===== src/rtl/vram_arb_pkg.sv =====
// Shared types and constants for the VRAM arbiter: request tags travelling
// alongside RAM reads, and the grant sources in priority order.
package vram_arb_pkg;

  typedef enum logic [1:0] {
    TAG_NONE,
    TAG_VID,
    TAG_CPU
  } tag_t;

  // Enumerated in descending priority; GRANT_NONE means the RAM idles.
  typedef enum logic [2:0] {
    GRANT_NONE,
    GRANT_CPU_STARVED,
    GRANT_VID_ACTIVE,
    GRANT_CPU,
    GRANT_VID
  } grant_e;

  localparam int unsigned RAM_LAT_MAX = 3;

endpackage


===== src/rtl/vram_tag_pipe.sv =====
// Shift register of request tags, aligned with the RAM read pipeline so the
// returning data can be steered to the requester that issued the access.
module vram_tag_pipe
  import vram_arb_pkg::*;
#(
  parameter int unsigned Depth = 2
) (
  input  logic clk,
  input  logic reset,
  input  tag_t tag_in,
  output tag_t tag_out
);

  tag_t [Depth-1:0] stage_q;

  always_ff @(posedge clk or negedge reset) begin
    if (!reset) begin
      for (int i = 0; i < Depth; i++) stage_q[i] <= TAG_NONE;
    end else begin
      stage_q[0] <= tag_in;
      for (int i = 1; i < Depth; i++) stage_q[i] <= stage_q[i-1];
    end
  end

  assign tag_out = stage_q[Depth-1];

endmodule


===== src/rtl/vram_arbiter.sv =====
// Single-port VRAM arbiter between display fetch and CPU: one grant per clock,
// video first in active display, CPU first in blanking, with a CPU starvation guard.
module vram_arbiter
  import vram_arb_pkg::*;
#(
  parameter int unsigned AW           = 13,
  parameter int unsigned DW           = 8,
  parameter int unsigned RAM_LAT      = 1,
  parameter int unsigned STARVE_LIMIT = 16
) (
  input  logic          clk,
  input  logic          reset,
  input  logic          vid_blank,
  input  logic          vid_req,
  input  logic [AW-1:0] vid_addr,
  output logic          vid_ack,
  output logic          vid_rvalid,
  output logic [DW-1:0] vid_rdata,
  input  logic          cpu_req,
  input  logic          cpu_we,
  input  logic [AW-1:0] cpu_addr,
  input  logic [DW-1:0] cpu_wdata,
  output logic          cpu_ack,
  output logic          cpu_rvalid,
  output logic [DW-1:0] cpu_rdata,
  output logic          ram_en,
  output logic          ram_we,
  output logic [AW-1:0] ram_addr,
  output logic [DW-1:0] ram_wdata,
  input  logic [DW-1:0] ram_rdata
);

  localparam int unsigned CW = $clog2(STARVE_LIMIT + 1);
  localparam logic [CW-1:0] WaitMax = CW'(STARVE_LIMIT);

  grant_e        grant;
  logic [CW-1:0] wait_q, wait_d;
  tag_t          tag_in, tag_out;

  // Acks are suppressed while reset is held so every output reads 0.
  always_comb begin
    grant = GRANT_NONE;
    if (!reset)                              grant = GRANT_NONE;
    else if (cpu_req && wait_q == WaitMax)   grant = GRANT_CPU_STARVED;
    else if (!vid_blank && vid_req)          grant = GRANT_VID_ACTIVE;
    else if (cpu_req)                        grant = GRANT_CPU;
    else if (vid_req)                        grant = GRANT_VID;
  end

  assign cpu_ack = (grant == GRANT_CPU_STARVED) || (grant == GRANT_CPU);
  assign vid_ack = (grant == GRANT_VID_ACTIVE) || (grant == GRANT_VID);

  always_comb begin
    wait_d = wait_q;
    if (!cpu_req || cpu_ack) wait_d = '0;
    else if (wait_q != WaitMax) wait_d = wait_q + CW'(1);
  end

  always_comb begin
    tag_in = TAG_NONE;
    if (cpu_ack && !cpu_we) tag_in = TAG_CPU;
    else if (vid_ack)       tag_in = TAG_VID;
  end

  always_ff @(posedge clk or negedge reset) begin
    if (!reset) begin
      wait_q    <= '0;
      ram_en    <= 1'b0;
      ram_we    <= 1'b0;
      ram_addr  <= '0;
      ram_wdata <= '0;
    end else begin
      wait_q <= wait_d;
      ram_en <= cpu_ack || vid_ack;
      ram_we <= cpu_ack && cpu_we;
      if (cpu_ack) begin
        ram_addr  <= cpu_addr;
        ram_wdata <= cpu_wdata;
      end else if (vid_ack) begin
        ram_addr  <= vid_addr;
      end
    end
  end

  vram_tag_pipe #(
    .Depth(RAM_LAT + 1)
  ) u_tag_pipe (
    .clk    (clk),
    .reset  (reset),
    .tag_in (tag_in),
    .tag_out(tag_out)
  );

  // Last tag stage lines up with ram_rdata; data is captured and held per requester.
  always_ff @(posedge clk or negedge reset) begin
    if (!reset) begin
      vid_rvalid <= 1'b0;
      vid_rdata  <= '0;
      cpu_rvalid <= 1'b0;
      cpu_rdata  <= '0;
    end else begin
      vid_rvalid <= (tag_out == TAG_VID);
      cpu_rvalid <= (tag_out == TAG_CPU);
      if (tag_out == TAG_VID) vid_rdata <= ram_rdata;
      if (tag_out == TAG_CPU) cpu_rdata <= ram_rdata;
    end
  end

endmodule


===== config.mk =====
export PLATFORM = sky130hd
export DESIGN_NAME = vram_arbiter
export DESIGN_NICKNAME = d
export VERILOG_FILES = /design/src/rtl/vram_arb_pkg.sv /design/src/rtl/vram_tag_pipe.sv /design/src/rtl/vram_arbiter.sv
export SDC_FILE = /design/constraint.sdc
export NUM_CORES = 1
export LEC_CHECK = 0
export ABC_AREA = 1
export BUFFER_PORTS_ARGS = -buffer_cell sky130_fd_sc_hd__buf_2
export CORE_MARGIN = 4
export CORE_UTILIZATION = 37
export CTS_CLUSTER_SIZE = 16
export DETAILED_ROUTE_END_ITERATION = 10
export PLACE_DENSITY = 0.61
export SKIP_LAST_GASP = 1
export SYNTH_ARGS = -nofsm -noshare
export SYNTH_HDL_FRONTEND = slang
export SYNTH_HIERARCHICAL = 1
export SYNTH_SLANG_ARGS = --single-unit

===== constraint.sdc =====
create_clock -name clk -period 1.95 [get_ports clk]
set_clock_uncertainty 0.15 [all_clocks]
set_input_delay 0 -clock clk [delete_from_list [all_inputs] [get_ports clk]]
set_output_delay 0 -clock clk [all_outputs]
set_load 0.01 [all_outputs]

==> results.json, run 1 <==
{
  "start_kind": "register",
  "port_buffers": 90,
  "syn_inst": 250,
  "setup_viol": 0,
  "antenna_found_initial": 0,
  "cts_tree": "yes",
  "synth_warnings": 6,
  "peakVddDrop_v": 0.000319,
  "final_area_sq_um": 3240,
  "grt_pass1_vias": 2078,
  "netlist_area_sq_um": 2190,
  "synth_ff_type": "dfrtp_1",
  "n_fill_cell": 507,
  "coreArea_sq_um": 5610,
  "power_density_nw_per_um2": 764,
  "area_growth_pct": 48.0,
  "finalHoldViolCount": 0,
  "p_clk_share_pct": 23.7,
  "grt_start_max_net_pins": 28,
  "cts_buffer_depth": 2,
  "min_period_ns": 1.82,
  "worstPathRequired_ns": 1.80,
  "finalCritPeriodShare_pct": 93.1,
  "antenna_left": 0,
  "grt_overflow": 0,
  "power_switching_uw": 748,
  "root_buffer": "clkbuf_8",
  "cts.clk_slew.worst_paths_ns": 0.09,
  "final_util_pct": 57.8,
  "clkLatencyLatePin_ns": 0.30,
  "cts.sinks": 50,
  "cp-end-kind": "output pin",
  "clock.fmax_mhz": 551,
  "die_w_um": 85.0,
  "dieHeight_um": 85.0,
  "async_reset_ff_share_pct": 100,
  "ys_ff_latch": 50,
  "cts_buffers": 5,
  "place.gp.congestion": 0.732,
  "viasPerCell": 4.47,
  "synth_nets": 300,
  "maxSlewViolCount": 0,
  "start_util_pct": 39.1,
  "detail_route.wl_per_cell_um": 12.3,
  "track_usage_pct": 16.4,
  "synth_area_leader_cell": "dfrtp_1",
  "num_io_pins": 91,
  "swShare_pct": 30.2,
  "fin_total_pwr_mw": 2.48,
  "dp_slack_ns": 0.198,
  "cts.htree.levels": 2,
  "routed_wl_um": 5630,
  "synth_cell_types": 22,
  "num_rows": 27,
  "drc": 0,
  "path_class": "register to output pin",
  "nets": 435,
  "cap_violations": 0,
  "synth_edf_count": 0,
  "leakage_nw": 1.82,
  "p_comb_share_pct": 25.0,
  "p_int_mw": 1.73,
  "n_antenna_cell": 0,
  "seqPwrFrac_pct": 51.3,
  "dieArea_sq_um": 7220,
  "hold_class": "input pin to register",
  "vias": 2048,
  "yosys.cell_count.top_type": "nand2_1",
  "cp_max_fo": 16,
  "avgSynthCellArea_sq_um": 8.76,
  "firstDrtPassIters": 4,
  "yosys-top-cells-area": "dfrtp_1, nand2_1, nand3_1, o21ai_0, inv_1",
  "worstMarginPinSlew_ns": 0.487,
  "dpl_cell_area_sq_um": 2690,
  "synth_seq_area_share_pct": 57.1,
  "relSlewSlack_pct": 67.5,
  "worst_slack_ns": 0.134,
  "ys_top_cells_by_count": "nand2_1, dfrtp_1, nand3_1",
  "dp_hpwl_um": 3660,
  "drive_gt1_share_pct": 29.8,
  "worstPathArrival_ns": 1.67,
  "rsz0062_at_grt": "true",
  "status": "completed",
  "grt_first_pass_wirelength_um": 9490,
  "netlist.area_leader.share_pct": 57.1,
  "drtIter0Drc": 88
}
cells by family after synthesis:
kind of cell    after synthesis  share of synthesized area [%]
compound gates               19                           4.34
fa+ha+maj                     2                           1.14
simple gates                144                           28.9
flops                        50                           57.1
buf+inv                      33                           7.71
xor+xnor                      2                          0.800
state kept, by name (all words and copies together), names as in the netlist:
signal	cells
ram_addr	13
cpu_rdata	8
ram_wdata	8
vid_rdata	8
wait_q	5
u_tag_pipe/stage_q	2
u_tag_pipe/tag_out	2
cpu_rvalid	1
ram_en	1
ram_we	1
vid_rvalid	1
path summary, 6_finish.rpt:
path	to	cells past startpoint	startpoint	slack (ns)
worst max-delay path	vid_ack	10	wait_q[0]	0.13
max in group asynchronous	ram_addr[4]	4	reset	0.86
worst min register to register	u_tag_pipe/tag_out[0]	0	u_tag_pipe/stage_q[0]	0.20
worst max register to register	ram_addr[7]	11	wait_q[0]	0.23
min in group asynchronous	vid_rvalid	3	reset	0.13
worst min-delay path	u_tag_pipe/stage_q[0]	5	vid_req	0.04
metal layers:
layer / vias to the layer above / wire length, um / global-route usage, %
met3: 10 / 451 / 5.34
met1: 902 / 2550 / 21.0
met4: 0 / 95 / 6.19
met2: 90 / 2540 / 25.7
li1: 1046 / - / -
met5: - / 0 / 0
final cells by class:
type	count	area, sq um	area share, %
clock buffers	5	68.8	2.12
flip-flops and latches	50	1250	38.6
well taps	72	90.1	2.78
multi-input cells	167	779	24.0
clock inverters	3	21.3	0.656
repair buffers	140	951	29.3
inverters	21	81.3	2.51
metrics by stage:
stage                     setup TNS [ns]  instances  hold WS, ns
after floorplan                        0        250       -0.446
after global placement                 0        405       -0.110
after detailed placement               0        405       -0.110
after CTS                              0        458       0.0312
after global routing            -0.00425        458       0.0451
final                                  0        458       0.0375
cells in the final DEF, fill, tap and decap left out, types with 2 or more instances in the layout:
cell type / synthesis / final
nand3_1: 29 / 29
buf_2: 3 / 90
nor2_1: 6 / 6
clkbuf_8: 0 / 5
ha_1: 2 / 2
buf_4: 3 / 4
dlygate4sd3_1: 0 / 45
nand2_4: 4 / 3
nand2_2: 3 / 3
nand2_1: 97 / 97
nand4_1: 2 / 2
o21ai_0: 18 / 18
inv_1: 19 / 19
dfrtp_1: 50 / 50
worst max-delay path, cell delays in order (launching register included):
cell and delay [ns]:
dfrtp_1 0.40, inv_1 0.10, ha_1 0.15, nand2_1 0.05
inv_1 0.08, nand2_2 0.07, nand2_4 0.10, nand2_2 0.07
nand2_4 0.17, inv_1 0.06, buf_2 0.14
power by group through the flow:
stage / registers, mW / logic, mW / clock network [mW]
final: 1.27 / 0.618 / 0.588
after global routing: 1.29 / 0.697 / 0.656
after CTS: 1.27 / 0.620 / 0.609
after detailed placement: 1.29 / 0.553 / 0
after global placement: 1.29 / 0.544 / 0
after floorplan: 1.36 / 0.215 / 0
repair_timing:
| action | in CTS | in global routing |
|---|---|---|
| pin swaps | 0 | 0 |
| setup buffers | 0 | 0 |
| resized for setup | 1 | 2 |
| hold endpoints to repair | 94 | 0 |
| hold buffers | 45 | 0 |
| setup endpoints to repair | 1 | 1 |
(Power assumes the default switching activity.)
==> run 2: changes to the inputs <==
- CORE_MARGIN: 4 -> 1.5
- SETUP_SLACK_MARGIN: default -> 0.05
==> results.json, run 2 (synthesized netlist as in run 1, its figures left out) <==
{
  "status": "completed",
  "cap_violations": 0,
  "cts_buffers": 5,
  "cts_buffer_depth": 2,
  "worstPathRequired_ns": 1.80,
  "leakage_nw": 1.86,
  "grt_pass1_vias": 2123,
  "track_usage_pct": 18.8,
  "power_density_nw_per_um2": 790,
  "maxSlewViolCount": 0,
  "final_cell_mix": "nand2_1, buf_2, dfrtp_1",
  "path_class": "register to output pin",
  "drive_gt1_share_pct": 31.0,
  "drtIter0Drc": 77,
  "min_period_ns": 1.79,
  "finalHoldViolCount": 0,
  "dieArea_sq_um": 6390,
  "peakVddDrop_v": 0.000331,
  "dp_slack_ns": 0.100,
  "rsz0062_at_grt": "false",
  "die_w_um": 80.0,
  "finalCritPeriodShare_pct": 91.9,
  "grt_first_pass_wirelength_um": 9290,
  "antenna_found_initial": 0,
  "cp_top_family": "simple AND/OR/NAND/NOR gates",
  "cts.clk_slew.worst_paths_ns": 0.09,
  "nets": 443,
  "grt_start_max_net_pins": 28,
  "cts_tree": "yes",
  "dpl_cell_area_sq_um": 2690,
  "path_cells": "inv_1 -> ha_1 -> nand2_1 -> inv_1 -> nand2_2 -> nand2_4 -> nand2_2 -> nand2_8 -> inv_1 -> buf_2",
  "n_antenna_cell": 0,
  "worstMarginPinSlew_ns": 0.479,
  "port_buffers": 90,
  "start_kind": "register",
  "largest_reg_flops": 13,
  "cp-end-kind": "output pin",
  "cp_num_buf_inv": 4,
  "start_util_pct": 39.1,
  "detail_route.wl_per_cell_um": 12.3,
  "cts.htree.levels": 2,
  "final_util_pct": 59.5,
  "dieHeight_um": 80.0,
  "hold_ws_ns": 0.0679,
  "cpMostUsedCell": "inv_1",
  "viasPerCell": 4.50,
  "num_io_pins": 91,
  "drc": 0,
  "firstDrtPassIters": 4,
  "slowest_delay_ns": 0.41,
  "cp_max_fo": 7,
  "root_buffer": "clkbuf_8",
  "setup_viol": 0,
  "place.gp.congestion": 0.839,
  "relSlewSlack_pct": 68.0,
  "num_rows": 27,
  "top_register": "ram_addr",
  "worstPathArrival_ns": 1.64,
  "final_area_sq_um": 3330,
  "coreArea_sq_um": 5610,
  "hold_class": "input pin to register",
  "cts.sinks": 50,
  "vias": 2097,
  "dp_hpwl_um": 3630,
  "n_fill_cell": 510,
  "crit_slowest_cell": "dfrtp_1",
  "tns_ns": 0,
  "worst_slack_ns": 0.158,
  "area_growth_pct": 52.2,
  "routed_wl_um": 5750,
  "grt_overflow": 0,
  "antenna_left": 0,
  "layout_commonest_cell": "nand2_1",
  "clock.fmax_mhz": 558,
  "clkLatencyLatePin_ns": 0.30
}
==> run 2: cell count changes in the layout (fill, tap and decap cells not counted) <==
cell	change
clkinv_2	-1
inv_4	-1
bufinv_16	+1
clkbuf_1	+1
nand2_8	+1
buf_4	+8
nand2_4	-1
==> run 2: final cells by class <==
type                       instances  area, sq um  share of cell area, %
multi-input combinational        167          788                   23.6
tap                               72         90.1                   2.70
clock inverter                     2         37.5                   1.13
inverter                          21         83.8                   2.51
clock buffer                       6         72.6                   2.18
timing repair buffer             148         1010                   30.3
sequential                        50         1250                   37.5
==> run 2: repair_timing <==
item / in CTS / in global routing
hold buffers: 45 / 0
endpoints found under the setup margin: 1 / 15
resized for setup: 3 / 1
gates cloned: 0 / 0
buffers inserted: 0 / 8
endpoints found under the hold margin: 67 / 0
==> run 2: worst min-delay path, stage by stage <==
cell and delay [ns]:
buf_2 0.11, nand2_1 0.07, nand2_2 0.11, nand2_8 0.08, nand3_1 0.07, nand2_1 0.05
==> run 2: where the power goes <==
| part | total (mW) | switching, mW | internal, mW |
|---|---|---|---|
| Sequential | 1.27 | 0.0820 | 1.19 |
| Combinational | 0.636 | 0.334 | 0.302 |
| Clock | 0.729 | 0.346 | 0.383 |
==> run 2: per-stage QoR <==
stage | std cells | power (mW)
after floorplan | 250 | 1.57
after global placement | 405 | 1.83
after detailed placement | 405 | 1.84
after CTS | 458 | 2.64
after global routing | 466 | 2.81
final | 466 | 2.64
==> run 2: path summary, 6_finish.rpt <==
path                                        from               endpoint  slack, ns  cells after the start
min reg2reg                u_tag_pipe/stage_q[0]  u_tag_pipe/tag_out[0]       0.20                      0
max                                    wait_q[0]                vid_ack       0.16                     10
min                                      vid_req           ram_addr[11]       0.07                      6
max in group asynchronous                  reset              wait_q[3]       0.82                      4
min in group asynchronous                  reset            ram_addr[2]       0.15                      3
max reg2reg                            wait_q[0]           ram_addr[10]       0.23                     12
==> run 2: metal layers <==
metal | routed length (um) | GRT usage (%) | share of wire, % | up-vias
met3 | 311 | 4.23 | 5.4 | 14
met1 | 2440 | 22.9 | 42 | 946
li1 | - | - | - | 1063
met4 | 139 | 9.14 | 2.4 | 0
met2 | 2860 | 31.4 | 50 | 74
met5 | 0 | 0 | 0 | -
==> run 3: changes to the inputs <==
- SETUP_SLACK_MARGIN: 0.05 -> 0.5
==> results.json, run 3 (synthesized netlist as in run 1, its figures left out) <==
{
  "status": "completed",
  "cp_top_family": "buffers and inverters",
  "p_int_mw": 1.95,
  "n_antenna_cell": 0,
  "cts.clk_slew.worst_paths_ns": 0.09,
  "slowest_delay_ns": 0.37,
  "place.gp.congestion": 0.788,
  "cpMostUsedCell": "nand2_8",
  "antenna_found_initial": 0,
  "grt_start_max_net_pins": 42,
  "viasPerCell": 4.56,
  "hold_class": "input pin to async pin",
  "path_cells": "inv_2 -> ha_4 -> nand2_2 -> inv_2 -> nand2_4 -> nand2_8 -> nand2_8 -> buf_12 -> nand2_8 -> buf_4 -> a21oi_2",
  "rsz0062_at_grt": "true",
  "cts.htree.levels": 2,
  "finalHoldViolCount": 0,
  "tns_ns": 0,
  "dieHeight_um": 80.0,
  "p_clk_share_pct": 26.6,
  "coreArea_sq_um": 5610,
  "hold_ws_ns": 0.0476,
  "clock.fmax_mhz": 601,
  "n_fill_cell": 458,
  "track_usage_pct": 19.0,
  "root_buffer": "clkbuf_8",
  "p_comb_share_pct": 26.4,
  "clkLatencyLatePin_ns": 0.29,
  "area_growth_pct": 66.7,
  "path_class": "register to register",
  "cts_buffer_depth": 2,
  "cts_buffers": 5,
  "swShare_pct": 28.0,
  "worstPathArrival_ns": 1.74,
  "firstDrtPassIters": 4,
  "drc": 0,
  "seqPwrFrac_pct": 47.0,
  "cp-end-kind": "register",
  "vias": 2189,
  "nets": 458,
  "cts.sinks": 50,
  "crit_slowest_cell": "dfrtp_1",
  "cp_max_fo": 7,
  "relSlewSlack_pct": 66.4,
  "cts_tree": "yes",
  "finalCritPeriodShare_pct": 85.4,
  "min_period_ns": 1.66,
  "maxSlewViolCount": 0,
  "port_buffers": 90,
  "power_switching_uw": 755,
  "stdcell_count": 480,
  "worstMarginPinSlew_ns": 0.504,
  "fin_total_pwr_mw": 2.70,
  "dieArea_sq_um": 6390,
  "worstPathRequired_ns": 2.02,
  "antenna_left": 0,
  "setup_viol": 0,
  "largest_reg_flops": 13,
  "cap_violations": 0,
  "dp_hpwl_um": 3520,
  "detail_route.wl_per_cell_um": 12.6,
  "grt_pass1_vias": 2098,
  "drive_gt1_share_pct": 37.7,
  "routed_wl_um": 6030,
  "die_w_um": 80.0,
  "num_io_pins": 91,
  "leakage_nw": 1.99,
  "grt_first_pass_wirelength_um": 9430,
  "cp_num_buf_inv": 4,
  "top_register": "ram_addr",
  "peakVddDrop_v": 0.000343,
  "dp.cells": 406,
  "grt_overflow": 0,
  "num_rows": 27,
  "final_cell_mix": "nand2_1, buf_2, dfrtp_1",
  "start_util_pct": 39.1,
  "start_kind": "register",
  "power_density_nw_per_um2": 740,
  "layout_commonest_cell": "nand2_1",
  "drtIter0Drc": 68
}
==> run 3: worst min-delay path: stages <==
cell and delay, ns:
buf_2 0.09, dlygate4sd3_1 0.54, buf_4 0.23
==> run 3: worst paths after layout <==
kind	from	slack [ns]	depth (start not counted)	end
setup reg to reg	wait_q[0]	0.29	11	wait_q[4]
hold reg to reg	u_tag_pipe/stage_q[1]	0.21	0	u_tag_pipe/tag_out[1]
max in group asynchronous	reset	0.85	4	vid_rdata[3]
min in group clk	cpu_req	0.08	5	wait_q[1]
setup / recovery	wait_q[0]	0.29	11	wait_q[4]
hold / removal	reset	0.05	3	ram_addr[2]
==> run 3: what timing repair did <==
item / CTS / global route
buffers inserted: 12 / 8
hold buffers: 45 / 0
resized for setup: 15 / 27
hold endpoints to repair: 94 / 0
gates cloned: 1 / 1
setup endpoints to repair: 31 / 32
pin swaps: 3 / 5
==> run 3: layer usage <==
layer / global-route usage [%] / vias up / wire length, um
met5: 0 / - / 0
met4: 3.28 / 0 / 46
met3: 5.37 / 5 / 368
met2: 32.6 / 70 / 2950
met1: 24.1 / 1021 / 2660
li1: - / 1093 / -
==> run 3: area by class of cell <==
cell class                      count  area [sq um]  area share (%)
Inverter                           21          93.8            2.57
Clock inverter                      1          30.0           0.822
Timing Repair Buffer              162          1190            32.6
Clock buffer                        6          82.6            2.26
Sequential cell                    50          1250            34.3
Multi-Input combinational cell    168           912            25.0
Tap cell                           72          90.1            2.47
==> run 3: power groups by stage <==
stage	sequential, mW	clock [mW]	combinational, mW
2_1_floorplan	1.36	0	0.218
3_3_place_gp	1.29	0	0.541
3_5_place_dp	1.29	0	0.553
4_1_cts	1.27	0.746	0.670
5_1_grt	1.29	0.787	0.792
6_report	1.27	0.720	0.712
==> run 3: through the flow <==
stage / worst slack [ns] / cell area [sq um] / util [%]
3_3_place_gp: 0.225 / 2710 / 48.2
4_1_cts: 0.317 / 3460 / 61.6
3_5_place_dp: 0.156 / 2710 / 48.2
5_1_grt: 0.198 / 3650 / 65.1
2_1_floorplan: 0.429 / 2210 / -
6_report: 0.286 / 3650 / 65.1
